## config.mk

```make
export PLATFORM = sky130hd
export DESIGN_NAME = pipelined_adder
export DESIGN_NICKNAME = d
export VERILOG_FILES = /design/src/rtl/adder_pkg.sv /design/src/rtl/adder_slice.sv /design/src/rtl/pipelined_adder.sv
export SDC_FILE = /design/constraint.sdc
export NUM_CORES = 1
export LEC_CHECK = 0
export BUFFER_PORTS_ARGS = -buffer_cell sky130_fd_sc_hd__buf_2
export CORE_UTILIZATION = 45
export DETAILED_ROUTE_END_ITERATION = 10
export PLACE_DENSITY = 0.69
export SLEW_MARGIN = 20
export SYNTH_ARGS = -nofsm -noshare
export SYNTH_HDL_FRONTEND = slang
export SYNTH_SLANG_ARGS = --single-unit
```

## constraint.sdc

```tcl
create_clock -name clk -period 1.6 [get_ports clk]
set_clock_uncertainty 0.2 [all_clocks]
set_input_delay 0.32 -clock clk [delete_from_list [all_inputs] [get_ports clk]]
set_output_delay 0.32 -clock clk [all_outputs]
set_load 0.005 [all_outputs]
```

## src/rtl/adder_pkg.sv

```systemverilog
// rtl/adder_pkg.sv - default geometry and legality check for pipelined_adder
package adder_pkg;

    localparam int DEFAULT_WIDTH  = 8;
    localparam int DEFAULT_STAGES = 4;

    function automatic bit params_ok(input int width, input int stages);
        return (width >= 1) && (stages >= 1) && (stages <= width) && ((width % stages) == 0);
    endfunction

endpackage

```

## src/rtl/adder_slice.sv

```systemverilog
// rtl/adder_slice.sv - combinational CHUNK-bit ripple-carry adder built from full-adder cells
module adder_slice #(
    parameter int CHUNK = 2
) (
    input  logic [CHUNK-1:0] a,
    input  logic [CHUNK-1:0] b,
    input  logic             c_in,
    output logic [CHUNK-1:0] sum,
    output logic             c_out
);

    logic [CHUNK:0] carry;

    assign carry[0] = c_in;

    for (genvar i = 0; i < CHUNK; i++) begin : g_fa
        assign sum[i]       = a[i] ^ b[i] ^ carry[i];
        assign carry[i + 1] = (a[i] & b[i]) | (carry[i] & (a[i] ^ b[i]));
    end

    assign c_out = carry[CHUNK];

endmodule

```

## src/rtl/pipelined_adder.sv

```systemverilog
// rtl/pipelined_adder.sv - STAGES-deep ripple-carry adder, one chunk per stage, valid/ready handshake
module pipelined_adder
    import adder_pkg::*;
#(
    parameter int WIDTH  = DEFAULT_WIDTH,
    parameter int STAGES = DEFAULT_STAGES
) (
    input  logic             clk,
    input  logic             rst,
    input  logic             in_valid,
    output logic             in_ready,
    input  logic [WIDTH-1:0] a,
    input  logic [WIDTH-1:0] b,
    input  logic             c_in,
    output logic             out_valid,
    input  logic             out_ready,
    output logic [WIDTH-1:0] sum,
    output logic             c_out
);

    localparam int CHUNK = WIDTH / STAGES;

    if (!params_ok(WIDTH, STAGES)) begin : g_param_check
        $error("pipelined_adder: WIDTH must be a positive multiple of STAGES");
    end

    logic [STAGES-1:0][WIDTH-1:0] a_q, a_d, b_q, b_d, sum_q, sum_d;
    logic [STAGES-1:0]            carry_q, carry_d, valid_q, valid_d;

    logic [STAGES-1:0][WIDTH-1:0] a_in, b_in, sum_in;
    logic [STAGES-1:0]            carry_in, valid_in;
    logic [STAGES-1:0][CHUNK-1:0] chunk_sum;
    logic [STAGES-1:0]            chunk_cout;

    logic stall;

    assign stall     = valid_q[STAGES-1] && !out_ready;
    assign in_ready  = !stall;
    assign out_valid = valid_q[STAGES-1];
    assign sum       = sum_q[STAGES-1];
    assign c_out     = carry_q[STAGES-1];

    for (genvar k = 0; k < STAGES; k++) begin : g_stage
        if (k == 0) begin : g_head
            assign a_in[k]     = a;
            assign b_in[k]     = b;
            assign sum_in[k]   = '0;
            assign carry_in[k] = c_in;
            assign valid_in[k] = in_valid;
        end else begin : g_body
            assign a_in[k]     = a_q[k-1];
            assign b_in[k]     = b_q[k-1];
            assign sum_in[k]   = sum_q[k-1];
            assign carry_in[k] = carry_q[k-1];
            assign valid_in[k] = valid_q[k-1];
        end

        adder_slice #(.CHUNK(CHUNK)) u_slice (
            .a     (a_in[k][k*CHUNK +: CHUNK]),
            .b     (b_in[k][k*CHUNK +: CHUNK]),
            .c_in  (carry_in[k]),
            .sum   (chunk_sum[k]),
            .c_out (chunk_cout[k])
        );
    end

    // Data registers load on every non-stall cycle; only the valid chain decides what is observable.
    always_comb begin
        a_d     = a_q;
        b_d     = b_q;
        sum_d   = sum_q;
        carry_d = carry_q;
        valid_d = valid_q;
        if (!stall) begin
            for (int k = 0; k < STAGES; k++) begin
                a_d[k]                    = a_in[k];
                b_d[k]                    = b_in[k];
                sum_d[k]                  = sum_in[k];
                sum_d[k][k*CHUNK +: CHUNK] = chunk_sum[k];
                carry_d[k]                = chunk_cout[k];
                valid_d[k]                = valid_in[k];
            end
        end
    end

    always_ff @(posedge clk or posedge rst) begin
        if (rst) begin
            a_q     <= '0;
            b_q     <= '0;
            sum_q   <= '0;
            carry_q <= '0;
            valid_q <= '0;
        end else begin
            a_q     <= a_d;
            b_q     <= b_d;
            sum_q   <= sum_d;
            carry_q <= carry_d;
            valid_q <= valid_d;
        end
    end

    // Already-consumed operand chunks ride along in the skew registers but are never read.
    logic unused_skew;
    assign unused_skew = ^{a_q, b_q};

endmodule

```

After elaboration in Yosys (flattened, before gate mapping)
Cells that the tools add are included.
{"block": "word_totals", "wordCells": 55, "input_bits": 21, "register_bits": 76, "out_inout_bits": 11}
{"block": "op_classes", "bitwise_logic": 40, "reduce_logical": 3}
{"operator": "1-bit bitwise AND", "count": 16}
{"operator": "1-bit bitwise XOR", "count": 16}
{"operator": "1-bit bitwise OR", "count": 8}
{"operator": "1-bit zero test", "count": 2}
{"operator": "1-bit logical AND", "count": 1}

Depth between registers and ports, before layout
Gate-level depths: netlist of the first run.
{"block": "depth", "depth_word": 5, "ltp_mapped": 6, "mapped_depth_nobuf": 4}

By module
From an unflattened synthesis of the first run, not the netlist that was laid out.
{"block": "hier_totals", "cells_unflattened": 152, "hier_area_um2": 2290.9}
{"module": "pipelined_adder", "n_inst": 1, "area_per_inst_um2": 2010.7, "cells_per_inst": 112}
{"module": "adder_slice", "n_inst": 4, "area_per_inst_um2": 70.1, "cells_per_inst": 10}

Least setup slack after synthesis of the first run
Ideal clock, no wire load.
{"block": "synth_timing", "kind": "register to register", "start": "register a_q (netlist bit a_in[10])", "end": "register sum_q (netlist bit sum_in[19])", "setup_slack_ns": -0.042, "path_buffers": 0, "synth_period_minus_slack_ns": 1.642, "arrival_ns": 1.317, "path_stages_with_launch": 5, "cell_sequence": "dfrtp_1 -> inv_1 -> fa_1 -> fa_1 -> a21oi_1"}
{"block": "synth_between", "elab_chain_cells": 4}
{"element": "start, declared", "line": "pipelined_adder.sv:27", "rtl": "logic [STAGES-1:0][WIDTH-1:0] a_q, a_d, b_q, b_d, sum_q, sum_d;"}
{"element": "start signal, assigned", "line": "pipelined_adder.sv:88", "rtl": "a_q <= '0;"}
{"element": "start signal, assigned", "line": "pipelined_adder.sv:94", "rtl": "a_q <= a_d;"}
{"element": "1-bit bitwise XOR", "line": "adder_slice.sv:18", "rtl": "assign carry[i + 1] = (a[i] & b[i]) | (carry[i] & (a[i] ^ b[i]));"}
{"element": "1-bit bitwise AND", "line": "adder_slice.sv:18"}
{"element": "1-bit bitwise OR (*)", "line": "adder_slice.sv:18"}
{"element": "1-bit bitwise XOR (*)", "line": "adder_slice.sv:17", "rtl": "assign sum[i] = a[i] ^ b[i] ^ carry[i];"}
{"element": "end signal, assigned", "line": "pipelined_adder.sv:96", "rtl": "sum_q <= sum_d;"}
{"element": "end, declared", "line": "pipelined_adder.sv:27"}
Mark *: on every way between the ends. The rest lies on a longest branch, timed or not.
A chain may end at the register's enable or synchronous reset.

Final worst setup path of the first run
{"block": "layout_timing", "start": "register a_q (netlist bit a_in[30])", "end": "register sum_q (netlist bit sum[7])"}
The elaborated chain is that of the path after synthesis.

==> out/results.tsv, run 1 <==
metric	value	unit
finalCritPeriodShare	1.04	
worstReg2RegStart	a_in[30]	
grt_overflow	0	
drive_gt1_frac	0.515	
ant_nets	0	
cp-start-kind	register	
syn_avg_cell_area	14.8	um2
yosysUniqueCellTypes	14	
outcome	finished, violations left	
root_buffer	clkbuf_8	
final_hold_viol_count	0	
cts_max_path_buffers	2	
synth_ff_type	dfrtp_1	
fp.dieH	72.2	um
drcViolationCount	0	
pin_count	32	
rsz0062_at_grt	yes	
insertion_delay	0.30	ns
relSlewSlack	0.817	
antenna_found_initial	0	
clock-sinks	52	
slowest_delay	0.48	ns
whs_path_depth	2	
synth_edf_count	0	
routedWlPerCell	13.0	um
vdd_ir_drop_max	0.858	mV
first_global_vias	1261	
synthTopCellsByArea	dfrtp_1, mux2_2, fa_1	
vias	1221	
cts_tree	built	
drv_slew	0	
core_area	4720	um2
drv_cap	0	
worstPathCellList	inv_2, fa_2, fa_1, a21oi_1	
p_per_area	1760	nW/um2
yosysTopAreaCell	dfrtp_1	
setup_viol	3	
violations	negative setup slack	
dpl_cell_area	2470	um2
grt_pass1_wl	5.84	mm
rows	25	
finish.instance_area	2650	um2
gp_congestion	0.716	
viasPerCell	4.68	
fp.dieW	72.2	um
cts.clk_slew.worst_paths	0.09	ns
syn-cell-area	2220	um2
synth.top_cell.area_share	0.587	
htree_levels	2	
tightest_slew	0.274	ns
crit_buf_inv	1	
yosysWarnings	0	
end_kind	register	
post-dp-hpwl	2.31	mm
nets	222	
area_growth	19.3	%
hp-start	a[7]	
dr.pass1.iters	2	
netlist_instances	150	
post-synth-top-count-cell	dfrtp_1	
fmax	601	MHz
cpLargestDelayFamily	adder cells	
post-route-worst-setup-slack	-0.0646	ns
async_reset_ff_frac	1.00	
synth_seq_cells	52	
design.die.area	5210	um2
drtIter0Drc	18	
fill_cells	402	
fin_crit	1.66	ns
crit_type	register to register	
worstRegToRegCells	4	
worstPathArrival	1.66	ns
p_leak	1.22	nW
rrSetupSlack	-0.06	ns
hp-class	input pin to register	
holdWs	0.0444	ns
tns	-0.123	ns
initial_core_util	0.470	
synth_common_cells	dfrtp_1, mux2_2, inv_1, a21oi_1, nor3b_1	
seqCellArea	1300	um2
grt_start_max_net_pins	53	
diodes	0	
slowest_stage	fa_1	
multiInputGateArea	798	um2
yosysSeqAreaShare	0.587	
cts_made_buffers	5	
rr_endpoint	sum[7]	
place_ws	-0.120	ns
grt_use_total	0.151	
wl	3.38	mm
hold_end	a_in[15]	
syn_nets	179	
cp_max_fo	2	
io_buffers	31	
crit_required	1.59	ns
==> state kept, by name, indices dropped and copies added (netlist names) <==
name     cells
carry_q      4
a_in        12
b_in        12
valid_q      4
sum_in      12
sum          8
==> worst max path at each step <==
stage	startpoint	end	slack (ns)	cells past startpoint
after detailed placement	a[0]	sum_in[9]	-0.12	5
after CTS	b_in[30]	sum[7]	-0.05	4
after global placement	a[0]	sum_in[9]	-0.09	5
final	a_in[30]	sum[7]	-0.06	4
after floorplan	a_in[10]	sum_in[19]	0.006	4
after global routing	a_in[30]	sum[7]	-0.08	4
==> where the power goes <==
group          internal [mW]  switching, mW  total [mW]
Sequential              1.88          0.279        2.16
Clock                  0.464          0.399       0.864
Combinational          0.944          0.687        1.63
==> through the flow <==
step	total power, mW	utilization	std cells
finish	4.65	0.560	261
global route	4.99	0.560	261
CTS	4.69	0.558	261
detailed placement	3.73	0.523	247
global placement	3.62	0.523	247
floorplan	3.29	-	150
==> logic make-up after synthesis <==
family,count (synthesis),synth area share
flops,52,0.587
buf+inv,28,0.0598
simple gates,11,0.0395
compound gates,9,0.0203
mux,42,0.222
fa+ha+maj,8,0.0722
==> cell type report <==
class                           count  share of cell area
Clock buffer                        6              0.0274
Timing Repair Buffer               41              0.0965
Multi-Input combinational cell     70               0.302
Timing Repair inverter              1             0.00236
Sequential cell                    52               0.492
Tap cell                           67              0.0317
Clock inverter                      2              0.0132
Inverter                           22              0.0355
==> layout by cell type (no fill, tap or decap), types with 4 or more instances in the layout <==
cell and instances:
a21oi_1 8, buf_2 30, buf_4 7, clkbuf_8 5, dfrtp_1 52, fa_1 4
fa_2 4, inv_1 15, inv_2 5, mux2_2 33, mux2_4 6, nor3b_1 9
==> layer usage <==
layer / GRT usage / vias to the layer above / part of all wire
met2: 0.231 / 21 / 0.50
met5: 0 / - / 0
met3: 0.0347 / 8 / 0.034
li1: - / 573 / -
met1: 0.198 / 619 / 0.44
met4: 0.0915 / 0 / 0.025
==> what timing repair did <==
action | 4_1_cts | 5_1_grt
cloned | 1 | 0
hold buffers | 1 | 0
endpoints found under the hold margin | 52 | 0
pin swaps | 3 | 1
buffers inserted | 4 | 1
gates resized for setup | 7 | 5
endpoints found under the setup margin | 5 | 36
No activity file was read; power rests on OpenSTA's default activity.
==> run 2: changes to the inputs <==
- CORE_UTILIZATION: 45 -> 50
- PLACE_DENSITY: 0.69 -> 0.75
==> out/results.tsv, run 2 (synthesis results as in run 1) <==
metric	value	unit	change
cp-start-kind	register		unchanged
root_buffer	clkbuf_8		unchanged
end_kind	output port		was register
worstPathCellList	nor2b_4, clkinv_8, buf_6		was inv_2, fa_2, fa_1, a21oi_1
antenna_found_initial	0		unchanged
fin_crit	1.69	ns	was 1.66 ns
viasPerCell	5.00		was 4.68
grt_overflow	0		unchanged
cts_tree	built		unchanged
crit_required	1.08	ns	was 1.59 ns
fp.dieH	68.6	um	was 72.2 um
vdd_ir_drop_max	0.849	mV	was 0.858 mV
clock-sinks	52		unchanged
post-route-worst-setup-slack	-0.0860	ns	was -0.0646 ns
drtIter0Drc	48		was 18
rows	23		was 25
cp_max_fo	4		was 2
slowest_delay	0.39	ns	was 0.48 ns
crit_type	register to output port		was register to register
worstPathArrival	1.17	ns	was 1.66 ns
drcViolationCount	0		unchanged
relSlewSlack	0.734		was 0.817
fmax	593	MHz	was 601 MHz
cpLargestDelayFamily	flip-flops		was adder cells
dpl_cell_area	2440	um2	was 2470 um2
rsz0062_at_grt	yes		unchanged
grt_pass1_wl	5.68	mm	was 5.84 mm
finalCritPeriodShare	1.05		was 1.04
cts_made_buffers	5		unchanged
mostFrequentLayoutCell	dfrtp_1		unchanged
tns	-1.30	ns	was -0.123 ns
area_growth	22.8	%	was 19.3%
gp_congestion	0.729		was 0.716
p_leak	1.28	nW	was 1.22 nW
crit_buf_inv	2		was 1
most-common-layout-cells	dfrtp_1, mux2_2, buf_2, inv_1, buf_4		was dfrtp_1, mux2_2, buf_2, inv_1, nor3b_1
setup_viol	34		was 3
htree_levels	2		unchanged
cts.clk_slew.worst_paths	0.09	ns	about the same
wl	3.72	mm	was 3.38 mm
vias	1259		was 1221
slowest_stage	dfrtp_1		was fa_1
final_hold_viol_count	0		unchanged
whs_path_depth	2		unchanged
diodes	0		unchanged
routedWlPerCell	14.8	um	was 13.0 um
grt_use_total	0.170		was 0.151
core_area	4120	um2	was 4720 um2
hp-class	input pin to register		unchanged
design.die.area	4710	um2	was 5210 um2
holdWs	0.0465	ns	was 0.0444 ns
tightest_slew	0.400	ns	was 0.274 ns
initial_core_util	0.539		was 0.470
violations	negative setup slack		unchanged
first_global_vias	1316		was 1261
fp.dieW	68.6	um	was 72.2 um
grt_start_max_net_pins	34		was 53
pin_count	32		unchanged
drv_cap	0		unchanged
finish.instance_area	2720	um2	was 2650 um2
drv_slew	0		unchanged
outcome	finished, violations left		unchanged
io_buffers	31		unchanged
cts_max_path_buffers	2		unchanged
post-dp-hpwl	2.45	mm	was 2.31 mm
drive_gt1_frac	0.545		was 0.515
insertion_delay	0.30	ns	about the same
worstRegToRegCells	4		unchanged
nets	230		was 222
power	4.76	mW	was 4.65 mW
ant_nets	0		unchanged
p_per_area	1750	nW/um2	was 1760 nW/um2
cp.depth	3		was 4
dr.pass1.iters	4		was 2
## run 2: changes by cell type in the layout (fill, tap and decap cells not counted), sizes merged
cell    delta
inv        -1
clkinv     +3
buf        +7
bufinv     -1
## run 2: path summary, 6_finish.rpt
| kind | end | slack (ns) | startpoint |
|---|---|---|---|
| setup / recovery | in_ready | -0.09 | valid_q[3] |
| hold / removal | a_in[15] | 0.05 | a[7] |
| setup reg to reg | sum[7] | -0.08 | b_in[30] |
| hold reg to reg | valid_q[3] | 0.25 | valid_q[2] |
| max in group asynchronous | b_in[21] | 0.41 | rst |
| min in group asynchronous | b_in[23] | 0.22 | rst |
## run 2: layer usage
layer	GRT usage	wire length [um]	share of wire
met1	0.186	1550	0.42
met2	0.314	1970	0.53
met3	0.0395	126	0.034
met4	0.0703	73	0.020
met5	0	0	0
## run 2: through the flow
stage          setup WS (ns)  std cells  utilization
6_report             -0.0860        252        0.662
2_1_floorplan        0.00645        150            -
3_3_place_gp         -0.0883        231        0.594
5_1_grt               -0.141        252        0.662
4_1_cts              -0.0780        241        0.621
3_5_place_dp          -0.112        231        0.594
## run 2: layout make-up
class	instances	area, um2
repair buffers	49	359
flip-flops and latches	52	1300
well taps	50	62.6
clock inverters	3	18.8
repair inverters	1	8.76
inverters	22	98.8
clock buffers	5	68.8
fillers	302	1390
multi-input cells	70	806
## run 2: power breakdown
group | switching [mW] | total (mW) | internal (mW)
Sequential | 0.292 | 2.17 | 1.88
Combinational | 0.766 | 1.87 | 1.11
Clock | 0.409 | 0.714 | 0.305
Total | 1.47 | 4.76 | 3.30
## run 2: timing repair
| item | 4_1_cts | 5_1_grt |
|---|---|---|
| cloned | 0 | 3 |
| endpoints found under the hold margin | 52 | 0 |
| resized for setup | 7 | 15 |
| pin swaps | 2 | 1 |
| hold buffers | 1 | 0 |
| endpoints found under the setup margin | 8 | 24 |
| buffers inserted | 1 | 8 |
==> run 3: changes to the inputs <==
- REMOVE_ABC_BUFFERS: not set -> 1
==> out/results.tsv, run 3 (synthesis results as in run 1) <==
metric	value	unit	change
crit_top_cell	fa_2		
diodes	0		unchanged
dr.pass1.iters	4		unchanged
p_per_area	1820	nW/um2	was 1750 nW/um2
post-route-worst-setup-slack	-0.0848	ns	was -0.0860 ns
grt_overflow	0		unchanged
drive_gt1_frac	0.554		was 0.545
vias	1272		was 1259
final_hold_viol_count	0		unchanged
fp.dieW	68.6	um	unchanged
end_kind	register		was output port
post-dp-hpwl	2.61	mm	was 2.45 mm
power	4.96	mW	was 4.76 mW
relSlewSlack	0.818		was 0.734
vdd_ir_drop_max	0.702	mV	was 0.849 mV
area_growth	22.7	%	was 22.8%
slowest_delay	0.52	ns	was 0.39 ns
first_global_vias	1354		was 1316
viasPerCell	5.05		was 5.00
insertion_delay	0.30	ns	about the same
design.die.area	4710	um2	unchanged
setup_viol	4		was 34
worstPathArrival	1.68	ns	was 1.17 ns
core_area	4120	um2	unchanged
cts_made_buffers	5		unchanged
cts.clk_slew.worst_paths	0.10	ns	was 0.09 ns
cpLargestDelayFamily	adder cells		was flip-flops
fin_crit	1.68	ns	was 1.69 ns
nets	230		unchanged
routedWlPerCell	15.9	um	was 14.8 um
antenna_found_initial	0		unchanged
cp-start-kind	register		unchanged
mostFrequentLayoutCell	dfrtp_1		unchanged
initial_core_util	0.539		unchanged
hp-class	input pin to register		unchanged
gp_congestion	0.716		was 0.729
grt_pass1_wl	6.44	mm	was 5.68 mm
holdWs	0.0437	ns	was 0.0465 ns
wl	4.00	mm	was 3.72 mm
htree_levels	2		unchanged
p_leak	1.28	nW	about the same
violations	negative setup slack		unchanged
finalCritPeriodShare	1.05		about the same
fmax	594	MHz	was 593 MHz
most-common-layout-cells	dfrtp_1, mux2_2, buf_2, inv_1, buf_4		unchanged
worstPathCellList	inv_2, fa_2, fa_2, a21oi_1		was nor2b_4, clkinv_8, buf_6
cp_max_fo	2		was 4
clock-sinks	52		unchanged
tns	-0.215	ns	was -1.30 ns
cts_max_path_buffers	2		unchanged
rsz0062_at_grt	yes		unchanged
drcViolationCount	0		unchanged
fp.dieH	68.6	um	unchanged
root_buffer	clkbuf_8		unchanged
outcome	finished, violations left		unchanged
tightest_slew	0.272	ns	was 0.400 ns
cts_tree	built		unchanged
rows	23		unchanged
pin_count	32		unchanged
ant_nets	0		unchanged
crit_required	1.59	ns	was 1.08 ns
rrSetupSlack	-0.08	ns	about the same
io_buffers	31		unchanged
crit_buf_inv	1		was 2
crit_type	register to register		was register to output port
grt_start_max_net_pins	53		was 34
slowest_stage	fa_2		was dfrtp_1
drv_slew	0		unchanged
drtIter0Drc	60		was 48
grt_use_total	0.198		was 0.170
drv_cap	0		unchanged
==> run 3: power breakdown <==
group          switching, mW  internal, mW  total, mW
combinational          0.767          1.11       1.88
clock                  0.430         0.463      0.893
sequential             0.304          1.88       2.19
total                   1.50          3.46       4.96
==> run 3: repair_timing <==
item / 4_1_cts / 5_1_grt
resized for setup: 8 / 9
cloned: 1 / 0
endpoints found under the setup margin: 7 / 7
endpoints found under the hold margin: 52 / 0
pin swaps: 2 / 1
hold buffers: 1 / 0
buffers inserted: 4 / 4
==> run 3: final timing paths <==
kind,from,endpoint,cells after the start
worst max-delay path,b_in[20],sum_in[29],4
max in group asynchronous,rst,valid_q[3],4
worst min-delay path,a[6],a_in[14],2
min in group asynchronous,rst,a_in[13],4
worst max register to register,b_in[20],sum_in[29],4
worst min register to register,valid_q[2],valid_q[3],1
==> run 3: worst register-to-register path, stage by stage (launching register included) <==
cell     delay (ns)
dfrtp_1        0.37
inv_2          0.05
fa_2           0.38
fa_2           0.52
a21oi_1        0.05
==> run 3: layout make-up <==
class / instances / area, um2
tap: 50 / 62.6
clock buffer: 5 / 68.8
sequential: 52 / 1300
clock inverter: 3 / 42.5
inverter: 22 / 82.6
multi-input combinational: 70 / 808
fill: 313 / 1390
timing repair buffer: 50 / 355
==> run 3: layer usage <==
layer | vias up | GRT usage | routed length [um]
li1 | 590 | - | -
met1 | 643 | 0.237 | 1690
met2 | 35 | 0.343 | 2080
met3 | 4 | 0.0559 | 195
met4 | 0 | 0.0625 | 36
met5 | - | 0 | 0
==> run 3: stage by stage <==
| step | std cells | utilization | instance area [um2] | worst slack, ns |
|---|---|---|---|---|
| finish | 252 | 0.661 | 2720 | -0.0848 |
| detailed placement | 235 | 0.604 | 2490 | -0.181 |
| global route | 252 | 0.661 | 2720 | -0.120 |
| global placement | 235 | 0.604 | 2490 | -0.128 |
| floorplan | 144 | - | 2170 | -0.443 |
| CTS | 249 | 0.652 | 2680 | -0.0428 |
